`config.mk`:
```
export PLATFORM = sky130hd
export DESIGN_NAME = mem_port_arbiter_flat
export DESIGN_NICKNAME = d
export VERILOG_FILES = /design/src/rtl/riscmacro_pkg.sv /design/src/rtl/mem_port_arbiter_if.sv /design/src/rtl/mem_arb_starve_ctr.sv /design/src/rtl/mem_port_arbiter.sv /design/src/flat_wrapper.sv
export SDC_FILE = /design/constraint.sdc
export NUM_CORES = 1
export LEC_CHECK = 0
export BUFFER_PORTS_ARGS = -buffer_cell sky130_fd_sc_hd__buf_2
export CORE_ASPECT_RATIO = 0.75
export CORE_UTILIZATION = 45
export CTS_CLUSTER_SIZE = 20
export DETAILED_ROUTE_END_ITERATION = 12
export PLACE_DENSITY_LB_ADDON = 0.12
export SETUP_SLACK_MARGIN = 0.1
export SYNTH_ARGS = -nofsm -noshare
export SYNTH_HDL_FRONTEND = slang
export SYNTH_HIERARCHICAL = 1
export SYNTH_SLANG_ARGS = --single-unit
```
`constraint.sdc`:
```
create_clock -name clk -period 1.9 [get_ports clk]
set_input_delay 0.285 -clock clk [delete_from_list [all_inputs] [get_ports clk]]
set_output_delay 0.285 -clock clk [all_outputs]
set_load 0.005 [all_outputs]
```
`src/rtl/riscmacro_pkg.sv`:
```
// Shared types and constants for the riscmacro memory path: arbiter state
// encoding, requester IDs and the legal range of the memory read latency.
package riscmacro_pkg;

  typedef enum logic [1:0] {
    IDLE   = 2'd0,
    ACCESS = 2'd1,
    WAIT   = 2'd2
  } arb_state_e;

  typedef logic req_id_t;

  localparam req_id_t REQ_CPU = 1'b0;
  localparam req_id_t REQ_EXT = 1'b1;

  // Memory read latency (cycles after the access cycle) is legal in 0..3.
  localparam int MEM_LAT_MIN = 0;
  localparam int MEM_LAT_MAX = 3;

endpackage

```
`src/rtl/mem_port_arbiter_if.sv`:
```
// Bundle of the CPU port, external port and cache memory port around
// mem_port_arbiter. The slave modport is the arbiter's view; the master
// modport is the view of the surrounding requesters and memory.
interface mem_port_arbiter_if #(
  parameter int BIT_WIDTH = 32
);

  logic                 cpu_req;
  logic                 cpu_we;
  logic [BIT_WIDTH-1:0] cpu_addr;
  logic [BIT_WIDTH-1:0] cpu_wdata;
  logic                 cpu_gnt;
  logic                 cpu_rvalid;
  logic [BIT_WIDTH-1:0] cpu_rdata;

  logic                 ext_req;
  logic                 ext_we;
  logic [BIT_WIDTH-1:0] ext_addr;
  logic [BIT_WIDTH-1:0] ext_wdata;
  logic                 ext_gnt;
  logic                 ext_rvalid;
  logic [BIT_WIDTH-1:0] ext_rdata;

  logic                 mem_we;
  logic [BIT_WIDTH-1:0] mem_addr;
  logic [BIT_WIDTH-1:0] mem_wdata;
  logic [BIT_WIDTH-1:0] mem_rdata;

  logic                 busy;

  modport slave (
    input  cpu_req, cpu_we, cpu_addr, cpu_wdata,
    output cpu_gnt, cpu_rvalid, cpu_rdata,
    input  ext_req, ext_we, ext_addr, ext_wdata,
    output ext_gnt, ext_rvalid, ext_rdata,
    output mem_we, mem_addr, mem_wdata,
    input  mem_rdata,
    output busy
  );

  modport master (
    output cpu_req, cpu_we, cpu_addr, cpu_wdata,
    input  cpu_gnt, cpu_rvalid, cpu_rdata,
    output ext_req, ext_we, ext_addr, ext_wdata,
    input  ext_gnt, ext_rvalid, ext_rdata,
    input  mem_we, mem_addr, mem_wdata,
    output mem_rdata,
    input  busy
  );

endinterface

```
`src/rtl/mem_arb_starve_ctr.sv`:
```
// Starvation guard for mem_port_arbiter: counts external grants made while
// the CPU is waiting and forces a CPU grant once STARVE_MAX is reached.
// Only present when MEM_ARB_STARVE_GUARD_EN is defined; otherwise the
// arbiter uses strict external priority and this module does not exist.
`ifdef MEM_ARB_STARVE_GUARD_EN
module mem_arb_starve_ctr #(
  parameter int STARVE_MAX = 4
) (
  input  logic clk,
  input  logic reset,
  input  logic arb_en_i,
  input  logic cpu_req_i,
  input  logic ext_req_i,
  output logic pick_ext_o
);

  logic [3:0] cnt_q, cnt_d;
  logic       force_cpu;

  assign force_cpu  = cpu_req_i && (cnt_q == 4'(STARVE_MAX));
  assign pick_ext_o = ext_req_i && !force_cpu;

  // Count external wins while the CPU waits; clear on a CPU win or when the CPU is not asking.
  always_comb begin
    // NOTE: default first so every path assigns cnt_d and no latch is inferred.
    cnt_d = cnt_q;
    if (arb_en_i) begin
      if (cpu_req_i && pick_ext_o) begin
        cnt_d = cnt_q + 4'd1;
      end else begin
        cnt_d = '0;
      end
    end
  end

  // Counter register.
  always_ff @(posedge clk or negedge reset) begin
    // NOTE: sequential state uses non-blocking assignments so every register updates together at the edge.
    if (!reset) begin
      cnt_q <= '0;
    end else begin
      cnt_q <= cnt_d;
    end
  end

endmodule
`endif

```
`src/rtl/mem_port_arbiter.sv`:
```
// Sequencer/arbiter for the single-ported cache memory shared by the CPU
// datapath and the external loader port. One access at a time: IDLE
// arbitrates, ACCESS drives the memory for one cycle, WAIT covers the read
// latency. External wins by default; defining MEM_ARB_STARVE_GUARD_EN adds
// a starvation guard that forces a CPU grant after STARVE_MAX external wins.
module mem_port_arbiter
  import riscmacro_pkg::*;
#(
  parameter int BIT_WIDTH  = 32,
  parameter int MEM_LAT    = 0,
  parameter int STARVE_MAX = 4
) (
  input  logic              clk,
  input  logic              reset,
  mem_port_arbiter_if.slave bus
);

  localparam int                WAIT_W    = $clog2(MEM_LAT_MAX + 1);
  localparam bit                HAS_WAIT  = (MEM_LAT > MEM_LAT_MIN);
  localparam logic [WAIT_W-1:0] WAIT_LOAD = HAS_WAIT ? WAIT_W'(MEM_LAT - 1) : '0;

  arb_state_e           state_q, state_d;
  req_id_t              id_q;
  logic                 we_q;
  logic [BIT_WIDTH-1:0] addr_q;
  logic [BIT_WIDTH-1:0] wdata_q;
  logic [WAIT_W-1:0]    wait_cnt_q;
  logic                 cpu_rvalid_q, ext_rvalid_q;
  logic [BIT_WIDTH-1:0] cpu_rdata_q, ext_rdata_q;

  logic arb_en;
  logic pick_ext;
  logic rd_done;

  assign arb_en  = (state_q == IDLE) && (bus.cpu_req || bus.ext_req);
  assign rd_done = ((state_q == ACCESS) && !we_q && !HAS_WAIT) ||
                   ((state_q == WAIT) && (wait_cnt_q == '0));

`ifdef MEM_ARB_STARVE_GUARD_EN
  mem_arb_starve_ctr #(
    .STARVE_MAX (STARVE_MAX)
  ) u_starve_ctr (
    .clk        (clk),
    .reset      (reset),
    .arb_en_i   (arb_en),
    .cpu_req_i  (bus.cpu_req),
    .ext_req_i  (bus.ext_req),
    .pick_ext_o (pick_ext)
  );
`else
  assign pick_ext = bus.ext_req;
`endif

  // State register.
  always_ff @(posedge clk or negedge reset) begin
    if (!reset) begin
      state_q <= IDLE;
    end else begin
      state_q <= state_d;
    end
  end

  // Next-state: arbitrate in IDLE, one access cycle, optional read-latency wait.
  always_comb begin
    state_d = state_q;
    unique case (state_q)
      IDLE:    if (arb_en) state_d = ACCESS;
      ACCESS:  state_d = (!we_q && HAS_WAIT) ? WAIT : IDLE;
      WAIT:    if (wait_cnt_q == '0) state_d = IDLE;
      default: state_d = IDLE;
    endcase
  end

  // Outputs decoded from state: grant pulse and write enable only during ACCESS.
  always_comb begin
    bus.cpu_gnt = 1'b0;
    bus.ext_gnt = 1'b0;
    bus.mem_we  = 1'b0;
    bus.busy    = (state_q != IDLE);
    if (state_q == ACCESS) begin
      bus.cpu_gnt = (id_q == REQ_CPU);
      bus.ext_gnt = (id_q == REQ_EXT);
      bus.mem_we  = we_q;
    end
  end

  // Latch the winner's request fields and ID at arbitration.
  always_ff @(posedge clk or negedge reset) begin
    if (!reset) begin
      id_q    <= REQ_CPU;
      we_q    <= 1'b0;
      addr_q  <= '0;
      wdata_q <= '0;
    end else if (arb_en) begin
      if (pick_ext) begin
        id_q    <= REQ_EXT;
        we_q    <= bus.ext_we;
        addr_q  <= bus.ext_addr;
        wdata_q <= bus.ext_wdata;
      end else begin
        id_q    <= REQ_CPU;
        we_q    <= bus.cpu_we;
        addr_q  <= bus.cpu_addr;
        wdata_q <= bus.cpu_wdata;
      end
    end
  end

  // Read-latency counter: load on the access cycle, count down in WAIT.
  always_ff @(posedge clk or negedge reset) begin
    if (!reset) begin
      wait_cnt_q <= '0;
    end else if (state_q == ACCESS) begin
      wait_cnt_q <= WAIT_LOAD;
    end else if ((state_q == WAIT) && (wait_cnt_q != '0)) begin
      wait_cnt_q <= wait_cnt_q - WAIT_W'(1);
    end
  end

  // Register returned read data into the winner's port with a one-cycle valid.
  always_ff @(posedge clk or negedge reset) begin
    if (!reset) begin
      cpu_rvalid_q <= 1'b0;
      ext_rvalid_q <= 1'b0;
      cpu_rdata_q  <= '0;
      ext_rdata_q  <= '0;
    end else begin
      cpu_rvalid_q <= rd_done && (id_q == REQ_CPU);
      ext_rvalid_q <= rd_done && (id_q == REQ_EXT);
      if (rd_done && (id_q == REQ_CPU)) cpu_rdata_q <= bus.mem_rdata;
      if (rd_done && (id_q == REQ_EXT)) ext_rdata_q <= bus.mem_rdata;
    end
  end

  // Address and write data come straight from the latched request, so they hold between accesses.
  assign bus.mem_addr   = addr_q;
  assign bus.mem_wdata  = wdata_q;
  assign bus.cpu_rvalid = cpu_rvalid_q;
  assign bus.ext_rvalid = ext_rvalid_q;
  assign bus.cpu_rdata  = cpu_rdata_q;
  assign bus.ext_rdata  = ext_rdata_q;

endmodule

```
`src/flat_wrapper.sv`:
```
// flat-port wrapper written by rule: the top's interface ports become plain ports
module mem_port_arbiter_flat import riscmacro_pkg::*;
#(
  parameter int BIT_WIDTH  = 32,
  parameter int MEM_LAT    = 0,
  parameter int STARVE_MAX = 4
)
  (clk, reset, bus_cpu_req, bus_cpu_we, bus_cpu_addr, bus_cpu_wdata, bus_cpu_gnt, bus_cpu_rvalid, bus_cpu_rdata, bus_ext_req, bus_ext_we, bus_ext_addr, bus_ext_wdata, bus_ext_gnt, bus_ext_rvalid, bus_ext_rdata, bus_mem_we, bus_mem_addr, bus_mem_wdata, bus_mem_rdata, bus_busy);
  mem_port_arbiter_if #(.BIT_WIDTH(BIT_WIDTH)) bus_i ();
  input  logic clk;
  input  logic reset;
  input wire logic [$bits(bus_i.cpu_req)-1:0] bus_cpu_req;
  input wire logic [$bits(bus_i.cpu_we)-1:0] bus_cpu_we;
  input wire logic [$bits(bus_i.cpu_addr)-1:0] bus_cpu_addr;
  input wire logic [$bits(bus_i.cpu_wdata)-1:0] bus_cpu_wdata;
  output wire logic [$bits(bus_i.cpu_gnt)-1:0] bus_cpu_gnt;
  output wire logic [$bits(bus_i.cpu_rvalid)-1:0] bus_cpu_rvalid;
  output wire logic [$bits(bus_i.cpu_rdata)-1:0] bus_cpu_rdata;
  input wire logic [$bits(bus_i.ext_req)-1:0] bus_ext_req;
  input wire logic [$bits(bus_i.ext_we)-1:0] bus_ext_we;
  input wire logic [$bits(bus_i.ext_addr)-1:0] bus_ext_addr;
  input wire logic [$bits(bus_i.ext_wdata)-1:0] bus_ext_wdata;
  output wire logic [$bits(bus_i.ext_gnt)-1:0] bus_ext_gnt;
  output wire logic [$bits(bus_i.ext_rvalid)-1:0] bus_ext_rvalid;
  output wire logic [$bits(bus_i.ext_rdata)-1:0] bus_ext_rdata;
  output wire logic [$bits(bus_i.mem_we)-1:0] bus_mem_we;
  output wire logic [$bits(bus_i.mem_addr)-1:0] bus_mem_addr;
  output wire logic [$bits(bus_i.mem_wdata)-1:0] bus_mem_wdata;
  input wire logic [$bits(bus_i.mem_rdata)-1:0] bus_mem_rdata;
  output wire logic [$bits(bus_i.busy)-1:0] bus_busy;
  assign bus_i.cpu_req = bus_cpu_req;
  assign bus_i.cpu_we = bus_cpu_we;
  assign bus_i.cpu_addr = bus_cpu_addr;
  assign bus_i.cpu_wdata = bus_cpu_wdata;
  assign bus_cpu_gnt = bus_i.cpu_gnt;
  assign bus_cpu_rvalid = bus_i.cpu_rvalid;
  assign bus_cpu_rdata = bus_i.cpu_rdata;
  assign bus_i.ext_req = bus_ext_req;
  assign bus_i.ext_we = bus_ext_we;
  assign bus_i.ext_addr = bus_ext_addr;
  assign bus_i.ext_wdata = bus_ext_wdata;
  assign bus_ext_gnt = bus_i.ext_gnt;
  assign bus_ext_rvalid = bus_i.ext_rvalid;
  assign bus_ext_rdata = bus_i.ext_rdata;
  assign bus_mem_we = bus_i.mem_we;
  assign bus_mem_addr = bus_i.mem_addr;
  assign bus_mem_wdata = bus_i.mem_wdata;
  assign bus_i.mem_rdata = bus_mem_rdata;
  assign bus_busy = bus_i.busy;
  mem_port_arbiter #(.BIT_WIDTH(BIT_WIDTH), .MEM_LAT(MEM_LAT), .STARVE_MAX(STARVE_MAX)) u_core (.clk(clk), .reset(reset), .bus(bus_i));
endmodule
```
### Yosys cells after proc, flatten, opt, wreduce, memory -nomap -nowiden

Index checks and enable logic that the tools add are counted.

| storage, ports and cells | value |
|---|---|
| register bits | 136 |
| output and inout bits | 134 |
| bits of input ports | 166 |

| operators by class | value |
|---|---|
| equality and inequality tests | 4 |
| multiplexer cells | 12 |
| reduce and logical (&&, ||, !) cells | 15 |
| bitwise gates (word level) | 1 |
| $add $sub $neg | 1 |

Operators with widths:

| cell | count |
|---|---|
| two-way mux 32 bit | 2 |
| two-way mux 2 bit | 4 |
| logical AND 1 bit | 6 |
| nonzero test 2 bit | 3 |
| two-way mux 1 bit | 5 |
| zero test 2 bit | 2 |
| inequality test 2 x 1 -> 1 bit (second input constant) | 2 |
| one-hot mux 2 bit (2 select lines) | 1 |
| == test 2 x 1 -> 1 bit (second input constant) | 1 |
| == test 2 bit (second input constant) | 1 |
| logical OR 1 bit | 2 |
| AND reduction 2 bit | 1 |
| subtractor 2 x 1 -> 2 bit (second input constant) | 1 |
| zero test 1 bit | 1 |
| inverter 1 bit | 1 |

### Logic depth before layout (Yosys ltp)

| logic depth | value |
|---|---|
| depth in word-level cells | 4 |
| mapped depth | 6 |
| depth with buffers taken out | 3 |

### Worst setup path before layout

OpenSTA, ideal clock, no wires.

| timing | value |
|---|---|
| path kind | reg-to-reg |
| from | register u_core.state_q[0] |
| to | register u_core.cpu_rdata_q[26] (netlist: u_core/bus.cpu_rdata[26]) |
| required time | 1.775 ns |
| path slack | 0.422 ns |
| stages on the path, launching flop included | 6 |
| period minus slack after synthesis | 1.478 ns |
| library setup time | 0.125 ns |
| data arrival time | 1.353 ns |
| buffers on the path | 2 |
| cells stage by stage | dfrtp_1 buf_4 inv_2 nor3_4 buf_6 mux2_2 |

| between the ends | value |
|---|---|
| cells in the longest elaborated chain, start to end | 4 |
| elaborated cells on any way between the ends | 6 |
| classes of those cells | 2 x eq/ne; 4 x reduce/logical |

RTL lines:

| element | RTL line | RTL |
|---|---|---|
| start: declaration | mem_port_arbiter.sv:22 | `arb_state_e state_q, state_d;` |
| start signal: assignment | mem_port_arbiter.sv:59 | `state_q <= state_d;` |
| == test 2 x 1 -> 1 bit / == test 2 bit (equally long branches) | mem_port_arbiter.sv:36, mem_port_arbiter.sv:37 |  |
| logical AND 1 bit, on equally long branches | mem_port_arbiter.sv:36, mem_port_arbiter.sv:37 |  |
| logical OR 1 bit (*) | mem_port_arbiter.sv:36 | `assign rd_done = ((state_q == ACCESS) && !we_q && !HAS_WAIT) \|\|` |
| logical AND 1 bit (*) | mem_port_arbiter.sv:130 | `if (rd_done && (id_q == REQ_CPU)) cpu_rdata_q <= bus.mem_rdata;` |
| end signal: assignment | mem_port_arbiter.sv:130 |  |
| end: declaration | mem_port_arbiter.sv:29 | `logic [BIT_WIDTH-1:0] cpu_rdata_q, ext_rdata_q;` |

Every way passes the cells marked *; elsewhere a longest branch is shown, timed or not.
A chain may end at the register's enable or synchronous reset.

### Worst setup path in the final report

| timing | value |
|---|---|
| from | register u_core.state_q[0] |
| to | output bus_cpu_gnt |

| between the ends | value |
|---|---|
| cells in the longest elaborated chain, start to end | 2 |

RTL lines:

| element | RTL line | RTL |
|---|---|---|
| == test 2 x 1 -> 1 bit | mem_port_arbiter.sv:80 | `if (state_q == ACCESS) begin` |
| two-way mux 1 bit | mem_port_arbiter.sv:80 |  |
| end: declaration | flat_wrapper.sv:16 | `output wire logic [$bits(bus_i.cpu_gnt)-1:0] bus_cpu_gnt;` |

Every way passes these cells.

==> metrics.txt <==
total track usage 0.277; Startpoint Class flip-flop; total core area 11,800 um2; unrepaired setup endpoints after global routing no; most used cells in the layout excluding fill and tap cells 298 x buf_2, 132 x dfrtp_1, 66 x nor2_1; outcome complete, no violations; post-synthesis register bit count 133; die height 98.4 um; fin area 7940 um2; Sink Count 133; Final nets 908; Syn. warnings 6; min-delay worst type in -> reg; setup bufs post-CTS 0; max-slew violations 0; Setup Viol. Count Final 0; DR pass1 iterations 5; clock buffer depth 2; largest family of logic cells by synthesized area compound AO/OA/AOI/OAI gates; clk slew on worst S/H paths 0.06 ns; Residual DRC 0; Max Cap Viol 0; Post-synth ARST share 1.00; worst endpoint required time 1.62 ns; first-pass GRT wire length 27,200 um; CP Class reg -> out; DR iter-0 viols 289; Layout area overhead 42.3%; die area 12,900 um2; Worst Tran Pin Value 0.678 ns; commonest non-fill, non-tap cell in the layout buf_2; post-synthesis xor/xnor area fraction 0; CTS tree built; num ports 300; vias in the first global route 5,130; Skew-Pair Late Insertion Delay 0.41 ns; P_leak 3.71 nW; EDFF count, synth 0; Routed Wire Length 17,700 um; mux share of post-synthesis cell area 0.129; post-synthesis sequential area ratio 0.597; Final Hold Fails 0; Compound-Gate Fraction of Synth Area 0.170; Cell Area, Synth 5580 um2; Die Wd 131 um; Synth Flop Type dfrtp_1; htree depth 4; GRT overflow 0; PwrDens 1360 nW/um2; largest net degree at the start of global routing 69; CTS buffer count 17; adder and majority cell fraction of the synthesized area 0; via count 5,105; layout cells sized above 1 0.548; GPL Wtd Cong 0.774; setup_tns 0 ns; final antenna-violating net count 0; initial core utilization 0.472; Worst Path Max Fanout 17; synthesized area per cell 12.4 um2; Cell Rows 34; fmax 583 MHz; Yosys cell types 21; worst vdd ir 0.000824 V; antenna violations before repair 3; IO Port Bufs 299; Synth Area in Simple Gates 0.0635; Final period util 0.903; Synth Net Count 617; Area after DPL 7230 um2; CTS root buffer clkbuf_16; worst clock skew 0.0114 ns; vias per cell 5.55; synthesized netlist cell count 451; wire per inst 19.2 um; Arrival @ worst endpoint 1.43 ns; max_slew headroom 0.548; hpwl dp 11,900 um; fin crit period 1.72 ns; CP endpoint kind primary output
-- flip-flops by register name, summed over array words and instances (netlist names) --
| name | count |
|---|---|
| u_core/bus.ext_rdata | 32 |
| u_core/we_q | 1 |
| u_core/bus.ext_rvalid | 1 |
| u_core/id_q | 1 |
| u_core/bus.cpu_rvalid | 1 |
| u_core/state_q | 1 |
| u_core/bus.mem_addr | 32 |
| u_core/bus.mem_wdata | 32 |
| u_core/bus.cpu_rdata | 32 |
-- worst max-delay path, stage by stage, from the launching register on --
cell and delay, ns:
dfrtp_2 0.47, inv_2 0.18, buf_12 0.18, nor2_1 0.06
buf_2 0.13
-- through the flow --
stage	total power, mW	util	worst slack, ns	instances	hold slack, ns
3_3_place_gp	7.19	0.612	0.368	882	0.326
4_1_cts	10.9	0.668	0.137	916	0.106
2_1_floorplan	5.71	-	0.422	451	-0.0106
6_report	10.8	0.671	0.185	920	0.120
3_5_place_dp	7.34	0.612	0.299	882	0.344
5_1_grt	11.4	0.671	0.0997	920	0.110
-- cell families (layout without fill, tap and decap cells) --
logic type | Yosys count | after routing
flops | 133 | 133
compound gates | 127 | 127
buf+inv | 44 | 348
other cells | 0 | 3
mux | 64 | 64
simple gates | 83 | 83
-- synthesized netlist by cell type, types with 2 or more instances --
library cell,n,area (um2)
and2_1,3,18.8
buf_2,15,75.1
buf_4,5,37.5
buf_6,3,33.8
clkbuf_1,19,71.3
dfrtp_1,133,3330
mux2_1,2,22.5
mux2_2,62,698
nand2_1,2,7.51
nand2b_1,3,18.8
nor2_1,66,248
nor3_1,5,25.0
o22ai_1,63,394
o32ai_1,63,552
-- per-layer routing --
metal | vias to the layer above | track usage | share of wire | wire [um]
met3 | 22 | 0.0662 | 0.078 | 1380
met2 | 262 | 0.466 | 0.51 | 9010
met1 | 2496 | 0.343 | 0.40 | 7020
met5 | - | 0 | 0 | 0
met4 | 0 | 0.108 | 0.015 | 267
li1 | 2325 | - | - | -
-- report_power, final --
group          switching (mW)  internal, mW  leakage, nW
registers               0.598          3.83         1.53
logic                    1.29          1.62         1.87
clock network            1.25          2.20        0.304
total                    3.14          7.65         3.71
-- final cells by class --
type                       instances  area, um2
fill                             948       3890
sequential                       133       3330
timing repair buffer             314       1730
tap                              162        203
clock buffer                      17        425
multi-input combinational        274       2030
antenna                            3       7.51
inverter                           2       7.51
clock inverter                    15        203
-- path summary, 6_finish.rpt --
path                                         start                        to  slack (ns)  cells after the start
hold / removal                    bus_mem_rdata[1]   u_core/bus.cpu_rdata[1]        0.12                      2
setup / recovery                 u_core/state_q[0]               bus_cpu_gnt        0.18                      4
min in group asynchronous                    reset   u_core/bus.mem_addr[22]        0.44                      3
hold reg to reg            u_core/bus.cpu_rdata[1]   u_core/bus.cpu_rdata[1]        0.50                      1
setup reg to reg                 u_core/state_q[0]  u_core/bus.cpu_rdata[24]        0.34                      4
max in group asynchronous                    reset    u_core/bus.mem_addr[0]        1.14                      3
-- what timing repair did --
item                       4_1_cts  5_1_grt
setup endpoints to repair        1        1
hold buffers                     1        0
gates cloned                     1        1
hold endpoints to repair       133        0
resized for setup                1        0
pin swaps                        0        0
No activity file was read; power rests on OpenSTA's default activity.
